**src/rtl/cmd_issuer_pkg.sv**
```systemverilog
// rtl/cmd_issuer_pkg.sv - shared types and opcode encoding for the SIMD PE command issuer
package cmd_issuer_pkg;

  localparam int ADDR_W = 32;
  localparam int CNT_W  = 16;

  typedef logic [ADDR_W-1:0] addr_t;
  typedef logic [1:0]        opcode_t;

  // Must track the PE decoder; opcode 0 is the idle/finish-acknowledge word.
  localparam opcode_t INSTR_LD    = 2'b01;
  localparam opcode_t INSTR_INFO  = 2'b10;
  localparam opcode_t INSTR_STORE = 2'b11;

  typedef struct packed {
    opcode_t opcode;
    addr_t   payload;
  } instr_t;

  typedef struct packed {
    logic [1:0]       op;
    logic [CNT_W-1:0] count;
    addr_t            src0;
    addr_t            src1;
    addr_t            dst;
  } cmd_t;

  typedef struct packed {
    logic [1:0]       op;
    logic [CNT_W-1:0] count;
  } instr_info_t;

  function automatic addr_t info_payload(input cmd_t c);
    instr_info_t info;
    info.op    = c.op;
    info.count = c.count;
    return addr_t'(info);
  endfunction

endpackage

```
**src/rtl/cmd_issuer_if.sv**
```systemverilog
// rtl/cmd_issuer_if.sv - instruction port between the issuer (master) and the PE (slave)
interface cmd_issuer_if;
  import cmd_issuer_pkg::*;

  logic   o_en;
  instr_t o_instr;
  logic   o_valid;
  logic   i_ack;
  logic   i_busy;
  logic   i_finish;

  modport master (output o_en, o_instr, o_valid, input i_ack, i_busy, i_finish);
  modport slave  (input o_en, o_instr, o_valid, output i_ack, i_busy, i_finish);

endinterface

```
**src/rtl/cmd_issuer_fifo.sv**
```systemverilog
// rtl/cmd_issuer_fifo.sv - command queue with wrap-bit pointers and head read from storage
module cmd_fifo
  import cmd_issuer_pkg::*;
#(
  parameter int  DEPTH = 4,
  parameter type T     = cmd_t
) (
  input  logic i_clk,
  input  logic i_rstn,
  input  logic i_push,
  input  T     i_data,
  input  logic i_pop,
  output T     o_head,
  output logic o_full,
  output logic o_empty
);

  localparam int AW = $clog2(DEPTH);

  T             mem [DEPTH];
  logic [AW:0]  wr_ptr;
  logic [AW:0]  rd_ptr;
  logic         do_push;
  logic         do_pop;

  assign do_push = i_push && !o_full;
  assign do_pop  = i_pop && !o_empty;

  always_ff @(posedge i_clk or negedge i_rstn) begin
    if (!i_rstn) begin
      wr_ptr <= '0;
      rd_ptr <= '0;
    end else begin
      if (do_push) wr_ptr <= wr_ptr + (AW+1)'(1);
      if (do_pop)  rd_ptr <= rd_ptr + (AW+1)'(1);
    end
  end

  always_ff @(posedge i_clk) begin
    if (do_push) mem[wr_ptr[AW-1:0]] <= i_data;
  end

  assign o_head  = mem[rd_ptr[AW-1:0]];
  // Same slot index with differing wrap bits means the writer lapped the reader.
  assign o_full  = (wr_ptr[AW] != rd_ptr[AW]) && (wr_ptr[AW-1:0] == rd_ptr[AW-1:0]);
  assign o_empty = (wr_ptr == rd_ptr);

endmodule

```
**src/rtl/cmd_issuer.sv**
```systemverilog
// rtl/cmd_issuer.sv - queues scheduler commands and serialises setup words to one SIMD PE; CMD_ISSUER_PERF_EN adds latency/retire counters
module cmd_issuer
  import cmd_issuer_pkg::*;
#(
  parameter int DEPTH = 4
) (
  input  logic               i_clk,
  input  logic               i_rstn,
  input  logic               i_cmd_valid,
  input  cmd_t               i_cmd,
  output logic               o_cmd_ready,
  cmd_issuer_if.master       pe,
  output logic               o_done,
  output logic               o_err,
`ifdef CMD_ISSUER_PERF_EN
  output logic [31:0]        o_lat,
  output logic [31:0]        o_retired,
`endif
  output logic               o_idle
);

  localparam logic [2:0] S_IDLE  = 3'd0;
  localparam logic [2:0] S_START = 3'd1;
  localparam logic [2:0] S_LD0   = 3'd2;
  localparam logic [2:0] S_LD1   = 3'd3;
  localparam logic [2:0] S_INFO  = 3'd4;
  localparam logic [2:0] S_ST    = 3'd5;
  localparam logic [2:0] S_WAIT  = 3'd6;
  localparam logic [2:0] S_FACK  = 3'd7;

  logic [2:0] state;
  logic       gap;
  cmd_t       cmd_q;
  cmd_t       head;
  logic       full;
  logic       empty;
  logic       accept;
  logic       push;
  logic       pop;
  logic       xfer;

  assign o_cmd_ready = !full;
  assign accept      = i_cmd_valid && o_cmd_ready;
  assign push        = accept && (i_cmd.count != '0);
  assign pop         = (state == S_IDLE) && !empty && !pe.i_busy;
  assign xfer        = pe.o_valid && pe.i_ack;
  assign o_idle      = empty && (state == S_IDLE);

  cmd_fifo #(.DEPTH(DEPTH), .T(cmd_t)) u_fifo (
    .i_clk   (i_clk),
    .i_rstn  (i_rstn),
    .i_push  (push),
    .i_data  (i_cmd),
    .i_pop   (pop),
    .o_head  (head),
    .o_full  (full),
    .o_empty (empty)
  );

  // gap forces o_valid low for one cycle after each setup transfer so a held ack cannot retire two words.
  always_ff @(posedge i_clk or negedge i_rstn) begin
    if (!i_rstn) begin
      state <= S_IDLE;
      gap   <= 1'b0;
      cmd_q <= '0;
      o_err <= 1'b0;
    end else begin
      o_err <= accept && (i_cmd.count == '0);
      gap   <= 1'b0;
      case (state)
        S_IDLE:  if (pop) begin
                   cmd_q <= head;
                   state <= S_START;
                 end
        S_START: state <= S_LD0;
        S_LD0:   if (xfer) begin state <= S_LD1;  gap <= 1'b1; end
        S_LD1:   if (xfer) begin state <= S_INFO; gap <= 1'b1; end
        S_INFO:  if (xfer) begin state <= S_ST;   gap <= 1'b1; end
        S_ST:    if (xfer) state <= S_WAIT;
        S_WAIT:  if (pe.i_finish) state <= S_FACK;
        S_FACK:  state <= S_IDLE;
        default: state <= S_IDLE;
      endcase
    end
  end

  always_comb begin
    pe.o_en    = (state == S_START);
    pe.o_valid = 1'b0;
    pe.o_instr = '0;
    o_done     = 1'b0;
    case (state)
      S_LD0:  begin pe.o_valid = !gap; pe.o_instr = '{opcode: INSTR_LD,    payload: cmd_q.src0};          end
      S_LD1:  begin pe.o_valid = !gap; pe.o_instr = '{opcode: INSTR_LD,    payload: cmd_q.src1};          end
      S_INFO: begin pe.o_valid = !gap; pe.o_instr = '{opcode: INSTR_INFO,  payload: info_payload(cmd_q)}; end
      S_ST:   begin pe.o_valid = !gap; pe.o_instr = '{opcode: INSTR_STORE, payload: cmd_q.dst};           end
      S_FACK: begin pe.o_valid = 1'b1; o_done = 1'b1; end
      default: ;
    endcase
  end

`ifdef CMD_ISSUER_PERF_EN
  logic [31:0] lat_cnt;

  always_ff @(posedge i_clk or negedge i_rstn) begin
    if (!i_rstn) begin
      lat_cnt   <= '0;
      o_lat     <= '0;
      o_retired <= '0;
    end else begin
      lat_cnt <= (state == S_START) ? 32'd0 : lat_cnt + 32'd1;
      if (state == S_FACK) begin
        o_lat     <= lat_cnt;
        o_retired <= o_retired + 32'd1;
      end
    end
  end
`endif

endmodule

```
**src/flat_wrapper.sv**
```systemverilog
// flat-port wrapper written by rule: the top's interface ports become plain ports
module cmd_issuer_flat import cmd_issuer_pkg::*;
#(
  parameter int DEPTH = 4
)
  (i_clk, i_rstn, i_cmd_valid, i_cmd, o_cmd_ready, o_done, o_err, o_idle, pe_o_en, pe_o_instr, pe_o_valid, pe_i_ack, pe_i_busy, pe_i_finish);
  cmd_issuer_if pe_i ();
  input  logic i_clk;
  input  logic i_rstn;
  input  logic i_cmd_valid;
  input  cmd_t i_cmd;
  output logic o_cmd_ready;
  output logic o_done;
  output logic o_err;
  output logic o_idle;
  output wire logic [$bits(pe_i.o_en)-1:0] pe_o_en;
  output wire logic [$bits(pe_i.o_instr)-1:0] pe_o_instr;
  output wire logic [$bits(pe_i.o_valid)-1:0] pe_o_valid;
  input wire logic [$bits(pe_i.i_ack)-1:0] pe_i_ack;
  input wire logic [$bits(pe_i.i_busy)-1:0] pe_i_busy;
  input wire logic [$bits(pe_i.i_finish)-1:0] pe_i_finish;
  assign pe_o_en = pe_i.o_en;
  assign pe_o_instr = pe_i.o_instr;
  assign pe_o_valid = pe_i.o_valid;
  assign pe_i.i_ack = pe_i_ack;
  assign pe_i.i_busy = pe_i_busy;
  assign pe_i.i_finish = pe_i_finish;
  cmd_issuer #(.DEPTH(DEPTH)) u_core (.i_clk(i_clk), .i_rstn(i_rstn), .i_cmd_valid(i_cmd_valid), .i_cmd(i_cmd), .o_cmd_ready(o_cmd_ready), .pe(pe_i), .o_done(o_done), .o_err(o_err), .o_idle(o_idle));
endmodule
```
**config.mk**
```make
export PLATFORM = sky130hd
export DESIGN_NAME = cmd_issuer_flat
export DESIGN_NICKNAME = d
export VERILOG_FILES = /design/src/rtl/cmd_issuer_pkg.sv /design/src/rtl/cmd_issuer_if.sv /design/src/rtl/cmd_issuer_fifo.sv /design/src/rtl/cmd_issuer.sv /design/src/flat_wrapper.sv
export SDC_FILE = /design/constraint.sdc
export NUM_CORES = 1
export LEC_CHECK = 0
export ABC_AREA = 1
export BUFFER_PORTS_ARGS = -buffer_cell sky130_fd_sc_hd__buf_2
export CORE_MARGIN = 2
export CORE_UTILIZATION = 49
export DETAILED_ROUTE_END_ITERATION = 10
export PLACE_DENSITY_LB_ADDON = 0.3
export SYNTH_ARGS = -nofsm -noshare
export SYNTH_HDL_FRONTEND = slang
export SYNTH_SLANG_ARGS = --single-unit
```
**constraint.sdc**
```tcl
create_clock -name i_clk -period 6.4 [get_ports i_clk]
set_input_delay 1.28 -clock i_clk [delete_from_list [all_inputs] [get_ports i_clk]]
set_output_delay 1.28 -clock i_clk [all_outputs]
set_load 0.02 [all_outputs]
```
==> impl_results.md, run 1 <==
* Status: completed
* Adder-cell share of the synthesized area at 0.00279
* Commonest non-fill, non-tap cell in the layout: edfxtp_1
* CTS tree: done
* Synthesized flop and latch total at 581
* Dominant synthesized flop cell: edfxtp_1
* VDD IR max at 379 uV
* CTS root buf: clkbuf_16
* Worst clock skew at 0.0242 ns
* Drt drc at 0
* Placer Congestion at 0.896
* Final WS setup at 1.96 ns
* Final slew viol count at 0
* Fillers at 3,608
* CTS clock-pin slew for the worst setup and hold paths at 0.07 ns
* Cell area after synthesis at 0.0224 mm^2
* H-Tree Depth at 2
* Post-synthesis instance total at 1,586
* Multiplexer area fraction after synthesis at 0.0601
* Critical Path Most Common Cell: nand2_1
* Die extent in y at 218 um
* Site Rows at 78
* PwrDens at 525 mW/mm^2
* Cts bufs inserted at 56
* Register area at 0.0168 mm^2
* Yosys warns at 0
* Hold Path Class: reg2reg
* Area of the multi-input gates at 0.00511 mm^2
* Main combinational cell family by area after synthesis: compound AO/OA/AOI/OAI gates
* Final period util at 0.694
* Via density at 5.79
* Die W at 218 um
* Max_slew headroom at 0.254
* Tot Pwr at 13.5 mW
* DRT Pass-1 Iters at 5
* CP cell instances: nand3_1, inv_1, nand2_1, nand2_1, buf_2
* Setup WS pre-CTS at 2.67 ns
* Slowest stage delay, CP at 0.85 ns
* Critical Path AT at 3.16 ns
* Syn Nets at 1,711
* Synth top area cells: edfxtp_1 61%, dfrtp_1 14%, o21ai_0 5.1%, mux2_2 4.9%, nor2_1 4.1%
* Final WL at 55,900 um
* RSZ-0062 raised after global routing: no
* # clock sinks at 581
* Most frequent cells in the layout: 456 x edfxtp_1, 240 x nor2_1, 230 x o21ai_0
* Ports at 160
* CTS max path bufs at 3
* Hold buffer count at cts at 0
* DRT iter0 DRCs at 1,260
* Core area at 0.0453 mm^2
* GRT Overall Usage at 0.238
* Comb power frac at 0.314
* Synth area leader: edfxtp_1
* CTS resizes at 0
* Final instance area at 0.0257 mm^2
* EDFF count, synth at 456
* Pin count of the biggest net entering global routing at 115
* Layout net count at 1,848
* Initial antenna violation count at 4
* Setup CP Type: reg2out
* Die area at 0.0475 mm^2
* Max Fclk at 225 MHz
* Postcts setup bufs at 0
* I/O Buffers at 159
* Post-synthesis simple-gate area fraction at 0.0691
* Hold Vio Cnt, Final at 0
* Layout Area Growth over Synthesis at 14.5%
* Sequential Power Share at 0.432
* Switch Pwr at 4.85 mW
* First-pass GRT wire length at 83,800 um
* Synth Area in Compound Gates at 0.0921
* Worst slew pin tran at 1.12 ns
* Initial core utilization at 0.495
* Layout cells sized above 1 at 0.228
* WP data required at 5.12 ns
* Clock Latency Late Sink at 0.62 ns
* Cell Int Power at 8.62 mW
* Maxcap violations at 0
* Ys async rst share at 0.215
* Vias in the first global route at 13,300
* Wire per inst at 23.6 um
* Leak at 9.35 nW
* Detail Placement HPWL at 34,200 um
* DR vias at 13,700
* Sequential share of the synthesized area at 0.750
* Distinct cells, synth at 28
* Startpoint type of the worst setup path: flip-flop
* Clock power share at 0.253
* Top cell type's share of synthesized area at 0.611
* CP endpoint kind: output port
* Antenna Nets Post-Route at 0
* Synthesized area per cell at 14.1 um^2
* Sw Share at 0.360
* Bufs and invs on worst path at 2
* Post-synthesis xor/xnor area fraction at 0.00234
* Worst path top cell family by delay: buffers and inverters
* Minimum clock period at 4.44 ns
* Final Setup Violations at 0
* Worst-path maximum fanout at 32
* Crit-path slowest cell: dfrtp_1
* Placed Area at 0.0238 mm^2
* GRT overflow at 0
metal layers:
metal / share of wire / wire (um) / track usage / vias to the layer above
met1: 0.42 / 23700 / 0.343 / 6975
met2: 0.47 / 26300 / 0.370 / 536
met3: 0.089 / 4960 / 0.0517 / 73
met5: 0.00023 / 13 / 0 / -
met4: 0.018 / 1010 / 0.0587 / 2
li1: - / - / - / 6141
power groups by stage:
stage / logic, mW / registers (mW) / clock network, mW
2_1_floorplan: 2.89 / 5.66 / 0
3_3_place_gp: 4.17 / 5.88 / 0
3_5_place_dp: 4.26 / 5.87 / 0
4_1_cts: 4.29 / 5.81 / 3.45
5_1_grt: 4.63 / 5.90 / 3.61
6_report: 4.23 / 5.83 / 3.42
kinds of logic after synthesis:
| group | count (synthesis) |
|---|---|
| AOI/OAI and AO/OA | 372 |
| xor gates and xnor gates | 6 |
| adders and majority gates | 5 |
| buffers and inverters | 122 |
| DFF | 581 |
| muxes | 114 |
| and+or+nand+nor | 386 |
layout make-up:
class                   count  share of cell area
repair buffers            180              0.0382
inverters                  21             0.00326
diodes                      1           0.0000974
clock inverters            32              0.0129
well taps                 600              0.0292
clock buffers              74              0.0620
multi-input cells         883               0.199
flip-flops and latches    581               0.655
flip-flops by register name, summed over array words and instances, names as in the netlist:
name	cells
u_core.cmd_q	114
u_core.o_err	1
u_core.u_fifo.rd_ptr	3
u_core.state	3
u_core.gap	1
u_core.u_fifo.mem	456
u_core.u_fifo.wr_ptr	3
cells in the mapped netlist, types with 2 or more instances:
cell type,instances
edfxtp_1,456
nor2_1,244
o21ai_0,230
dfrtp_1,125
o22ai_1,114
mux2_2,97
nand2_1,78
clkbuf_1,67
nand3_1,55
buf_2,27
a22oi_1,23
inv_1,19
mux2_4,17
ha_1,5
xnor2_1,4
a21oi_1,3
buf_6,3
nand2_2,3
buf_1,2
buf_4,2
inv_2,2
nor2_4,2
nor4_1,2
xor2_1,2
worst reg2reg max path, cell delays in order (launching register included):
cell and delay, ns:
dfrtp_4 0.69, buf_4 0.81, buf_4 0.91, o21ai_0 0.33, o22ai_1 0.52, mux2_2 0.27
stage by stage:
stage | cells | hold slack, ns | util | TNS, ns
floorplan | 1586 | 0.466 | - | -208.41
global placement | 2265 | 0.484 | 0.525 | 0
detailed placement | 2265 | 0.490 | 0.525 | 0
CTS | 2371 | 0.503 | 0.567 | 0
global route | 2371 | 0.519 | 0.567 | 0
finish | 2372 | 0.507 | 0.567 | 0
final timing paths:
kind	cells past startpoint	start	to	slack, ns
worst max-delay path	5	u_core.state[2]	pe_o_instr[29]	1.96
worst min-delay path	1	u_core.u_fifo.rd_ptr[2]	u_core.u_fifo.rd_ptr[2]	0.51
worst max register to register	5	u_core.u_fifo.rd_ptr[0]	u_core.cmd_q[35]	2.80
worst min register to register	1	u_core.u_fifo.rd_ptr[2]	u_core.u_fifo.rd_ptr[2]	0.51
max in group asynchronous	2	i_rstn	u_core.cmd_q[9]	4.65
min in group asynchronous	1	i_rstn	u_core.cmd_q[92]	0.75
No activity file was read; power rests on OpenSTA's default activity.
==> inputs of run 2 (changes only) <==
- ABC_AREA: 1 -> 0
- clock period: 6.4 -> 3.7 ns (I/O delays scaled with it)
==> run 2 against run 1 <==
Net effect: non-clock buffer count shrank 1; power grew 63%; critical path depth is the same; flip-flop and latch count is the same; largest cell class unchanged; via count shrank 24%; die area shrank 1.0%; clock-buffer cell count grew 6; critical path type unchanged; highest routed layer unchanged; sequential share of layout area is essentially flat.
==> impl_results.md, run 2 <==
* Antenna Nets Post-Route at 0 (unchanged)
* Via density at 5.64 (was 5.79)
* CTS max path bufs at 3 (unchanged)
* GRT Overall Usage at 0.195 (was 0.238)
* Worst-path maximum fanout at 16 (was 32)
* Final WL at 44,600 um (was 55,900 um)
* Slowest stage delay, CP at 0.52 ns (was 0.85 ns)
* Crit-path slowest cell: inv_1 (was dfrtp_1)
* First-pass GRT wire length at 68,200 um (was 83,800 um)
* Post-route insts no fill at 1,850 (was 2,372)
* I/O Buffers at 159 (unchanged)
* Hold Vio Cnt, Final at 0 (unchanged)
* Reg-to-reg critical path endpoint: u_core.u_fifo.mem[2][93] (was u_core.cmd_q[35])
* Worst clock skew at 0.0189 ns (was 0.0242 ns)
* Initial antenna violation count at 13 (was 4)
* Layout net count at 1,329 (was 1,848)
* FF-to-FF Start: u_core.u_fifo.wr_ptr[2] (was u_core.u_fifo.rd_ptr[0])
* CTS root buf: clkbuf_16 (unchanged)
* Cell area after synthesis at 0.0222 mm^2 (was 0.0224 mm^2)
* DRT Pass-1 Iters at 5 (unchanged)
* # clock sinks at 581 (unchanged)
* Final period util at 0.929
* Core area at 0.0444 mm^2 (was 0.0453 mm^2)
* Ports at 160 (unchanged)
* CTS clock-pin slew for the worst setup and hold paths at 0.06 ns (was 0.07 ns)
* Clock power share at 0.265 (was 0.253)
* Syn Nets at 1,147 (was 1,711)
* Max_slew headroom at 0.333 (was 0.254)
* Maxcap violations at 0 (unchanged)
* H-Tree Depth at 2 (unchanged)
* Hold buffer count at cts at 0 (unchanged)
* Synth top area cells: edfxtp_1 62%, dfrtp_1 14%, mux4_2 12%, mux2_2 5.0%, mux2i_1 1.7% (was edfxtp_1 61%, dfrtp_1 14%, o21ai_0 5.1%, mux2_2 4.9%, nor2_1 4.1%)
* Cell Int Power at 15.5 mW (was 8.62 mW)
* Cells after DPL at 1,738 (was 2,265)
* Worst path top cell family by delay: buffers and inverters (unchanged)
* Drt drc at 0 (unchanged)
* Leak at 9.09 nW (was 9.35 nW)
* Sw Share at 0.295 (was 0.360)
* Clock Latency Late Sink at 0.60 ns (was 0.62 ns)
* Yosys warns at 0 (unchanged)
* Most common cell in the netlist: edfxtp_1 (unchanged)
* Bufs and invs on worst path at 2 (unchanged)
* CP cell instances: nand2b_1, inv_1, a22oi_1, o21ai_0, buf_2 (was nand3_1, inv_1, nand2_1, nand2_1, buf_2)
* DR vias at 10,400 (was 13,700)
* Max Fclk at 291 MHz
* Comb power frac at 0.294 (was 0.314)
* Initial core utilization at 0.499 (was 0.495)
* CTS resizes at 0 (unchanged)
* Final slew viol count at 0 (unchanged)
* CP endpoint kind: output port (unchanged)
* Most frequent cells in the layout: 456 x edfxtp_1, 158 x buf_2, 122 x dfrtp_1 (was 456 x edfxtp_1, 240 x nor2_1, 230 x o21ai_0)
* Cts bufs inserted at 56 (unchanged)
* Sequential Power Share at 0.441 (was 0.432)
* Layout Area Growth over Synthesis at 15.8% (was 14.5%)
* Sequential share of the synthesized area at 0.758 (was 0.750)
* Die extent in y at 217 um (was 218 um)
* Distinct cells, synth at 36 (was 28)
* EDFF count, synth at 456 (unchanged)
* Synthesized flop and latch total at 581 (unchanged)
* Setup CP Type: reg2out (unchanged)
* Final WS setup at 0.264 ns (was 1.96 ns)
* Site Rows at 77 (was 78)
* Pin count of the biggest net entering global routing at 117 (was 115)
* Dominant synthesized flop cell: edfxtp_1 (unchanged)
* Depth of the most critical reg-to-reg path at 5 (unchanged)
* RSZ-0062 raised after global routing: no (unchanged)
* Worst R2R Setup Slack at 0.96 ns (was 2.80 ns)
* Ys async rst share at 0.215 (unchanged)
* Wire per inst at 24.1 um (was 23.6 um)
* Commonest non-fill, non-tap cell in the layout: edfxtp_1 (unchanged)
* Layout cells sized above 1 at 0.404 (was 0.228)
* CTS tree: done (unchanged)
* Detail Placement HPWL at 25,800 um (was 34,200 um)
* Placer Congestion at 0.713 (was 0.896)
* Hold Path Class: in2async (was reg2reg)
* Max reg flops at 456 (unchanged)
* Top cells by count, synth: 456 x edfxtp_1, 125 x dfrtp_1, 114 x mux4_2 (was 456 x edfxtp_1, 244 x nor2_1, 230 x o21ai_0)
* Vias in the first global route at 11,000 (was 13,300)
* Sum Neg Setup Slack at 0 ns (unchanged)
* VDD IR max at 483 uV (was 379 uV)
* Worst slew pin tran at 1.00 ns (was 1.12 ns)
* GRT overflow at 0 (unchanged)
* Synth area leader: edfxtp_1 (unchanged)
* Die W at 217 um (was 218 um)
* Postcts setup bufs at 0 (unchanged)
* Final Setup Violations at 0 (unchanged)
* Post-synthesis instance total at 1,022 (was 1,586)
* PwrDens at 854 mW/mm^2 (was 525 mW/mm^2)
* Die area at 0.0470 mm^2 (was 0.0475 mm^2)
* Synthesized area per cell at 21.7 um^2 (was 14.1 um^2)
* Startpoint type of the worst setup path: flip-flop (unchanged)
* Minimum clock period at 3.44 ns
* Top cell type's share of synthesized area at 0.617 (was 0.611)
* CP Launch Point: u_core.state[1] (was u_core.state[2])
* Switch Pwr at 6.47 mW (was 4.85 mW)
* WP data required at 2.96 ns (was 5.12 ns)
* Critical Path AT at 2.70 ns (was 3.16 ns)
* DRT iter0 DRCs at 924 (was 1,260)
* Status: completed (unchanged)
* Setup WS pre-CTS at 0.606 ns (was 2.67 ns)
[run 2: cell types whose count changed in the layout (fill, tap and decap cells not counted), sizes merged, moves of 9 or more]
| cell | change |
|---|---|
| nor2 | -242 |
| o21ai | -215 |
| mux4 | +114 |
| o22ai | -96 |
| nand2 | -62 |
| nand3 | -53 |
| mux2i | +38 |
| inv | -20 |
| a22oi | -9 |
[run 2: area by class of cell]
| cell class | count | area (um^2) |
|---|---|---|
| antenna | 7 | 17.5 |
| inverter | 4 | 15.0 |
| fill | 3195 | 18700 |
| clock inverter | 25 | 287 |
| clock buffer | 80 | 1620 |
| tap | 592 | 741 |
| multi-input combinational | 382 | 5080 |
| timing repair buffer | 179 | 1090 |
| sequential | 581 | 16800 |
[run 2: cell families (layout without fill, tap and decap cells)]
| logic type | Yosys count | after routing | share of synthesized area |
|---|---|---|---|
| other | 0 | 7 | 0 |
| multiplexers | 270 | 270 | 0.196 |
| AO/OA/AOI/OAI | 53 | 53 | 0.0151 |
| XOR/XNOR | 7 | 7 | 0.00276 |
| AND/OR/NAND/NOR | 47 | 47 | 0.0107 |
| adder cells (fa/ha/maj) | 5 | 5 | 0.00282 |
| flip-flops | 581 | 581 | 0.758 |
| buffers and inverters | 59 | 288 | 0.0142 |
[run 2: power by group through the flow]
stage / clock network (mW) / registers [mW] / logic, mW
after global routing: 6.18 / 9.85 / 6.95
after global placement: 0 / 9.72 / 6.47
after floorplan: 0 / 9.58 / 4.72
after detailed placement: 0 / 9.80 / 6.56
final: 5.81 / 9.68 / 6.44
after CTS: 5.93 / 9.69 / 6.58
[run 2: how the worst max path moves through the flow]
stage                          endpoint  depth (start not counted)
2_1_floorplan   u_core.u_fifo.mem[3][0]                          4
3_3_place_gp   u_core.u_fifo.mem[2][56]                          6
3_5_place_dp   u_core.u_fifo.mem[2][56]                          6
4_1_cts                  pe_o_instr[23]                          5
5_1_grt                  pe_o_instr[23]                          5
6_report                 pe_o_instr[23]                          5
[run 2: layer usage]
metal  part of all wire  vias up  global-route usage
met3              0.061       74              0.0468
met2               0.49      296               0.312
met4              0.022       14              0.0525
li1                   -     4541                   -
met5             0.0020        -                   0
met1               0.43     5504               0.273
[run 2: metrics by stage]
step / hold WS, ns / area (um^2) / utilization / power, mW
floorplan: 0.444 / 22200 / - / 14.3
global placement: 0.490 / 23800 / 0.535 / 16.2
detailed placement: 0.494 / 23800 / 0.535 / 16.4
CTS: 0.272 / 25700 / 0.578 / 22.2
global route: 0.268 / 25700 / 0.578 / 23.0
finish: 0.189 / 25700 / 0.578 / 21.9
[run 2: worst reg2reg max path, delay by kind of cell (launching register included)]
kind / cells / cell delay, ns
xor+xnor: 1 / 0.35
buf+inv: 1 / 0.36
flops: 1 / 0.40
simple gates: 3 / 1.29
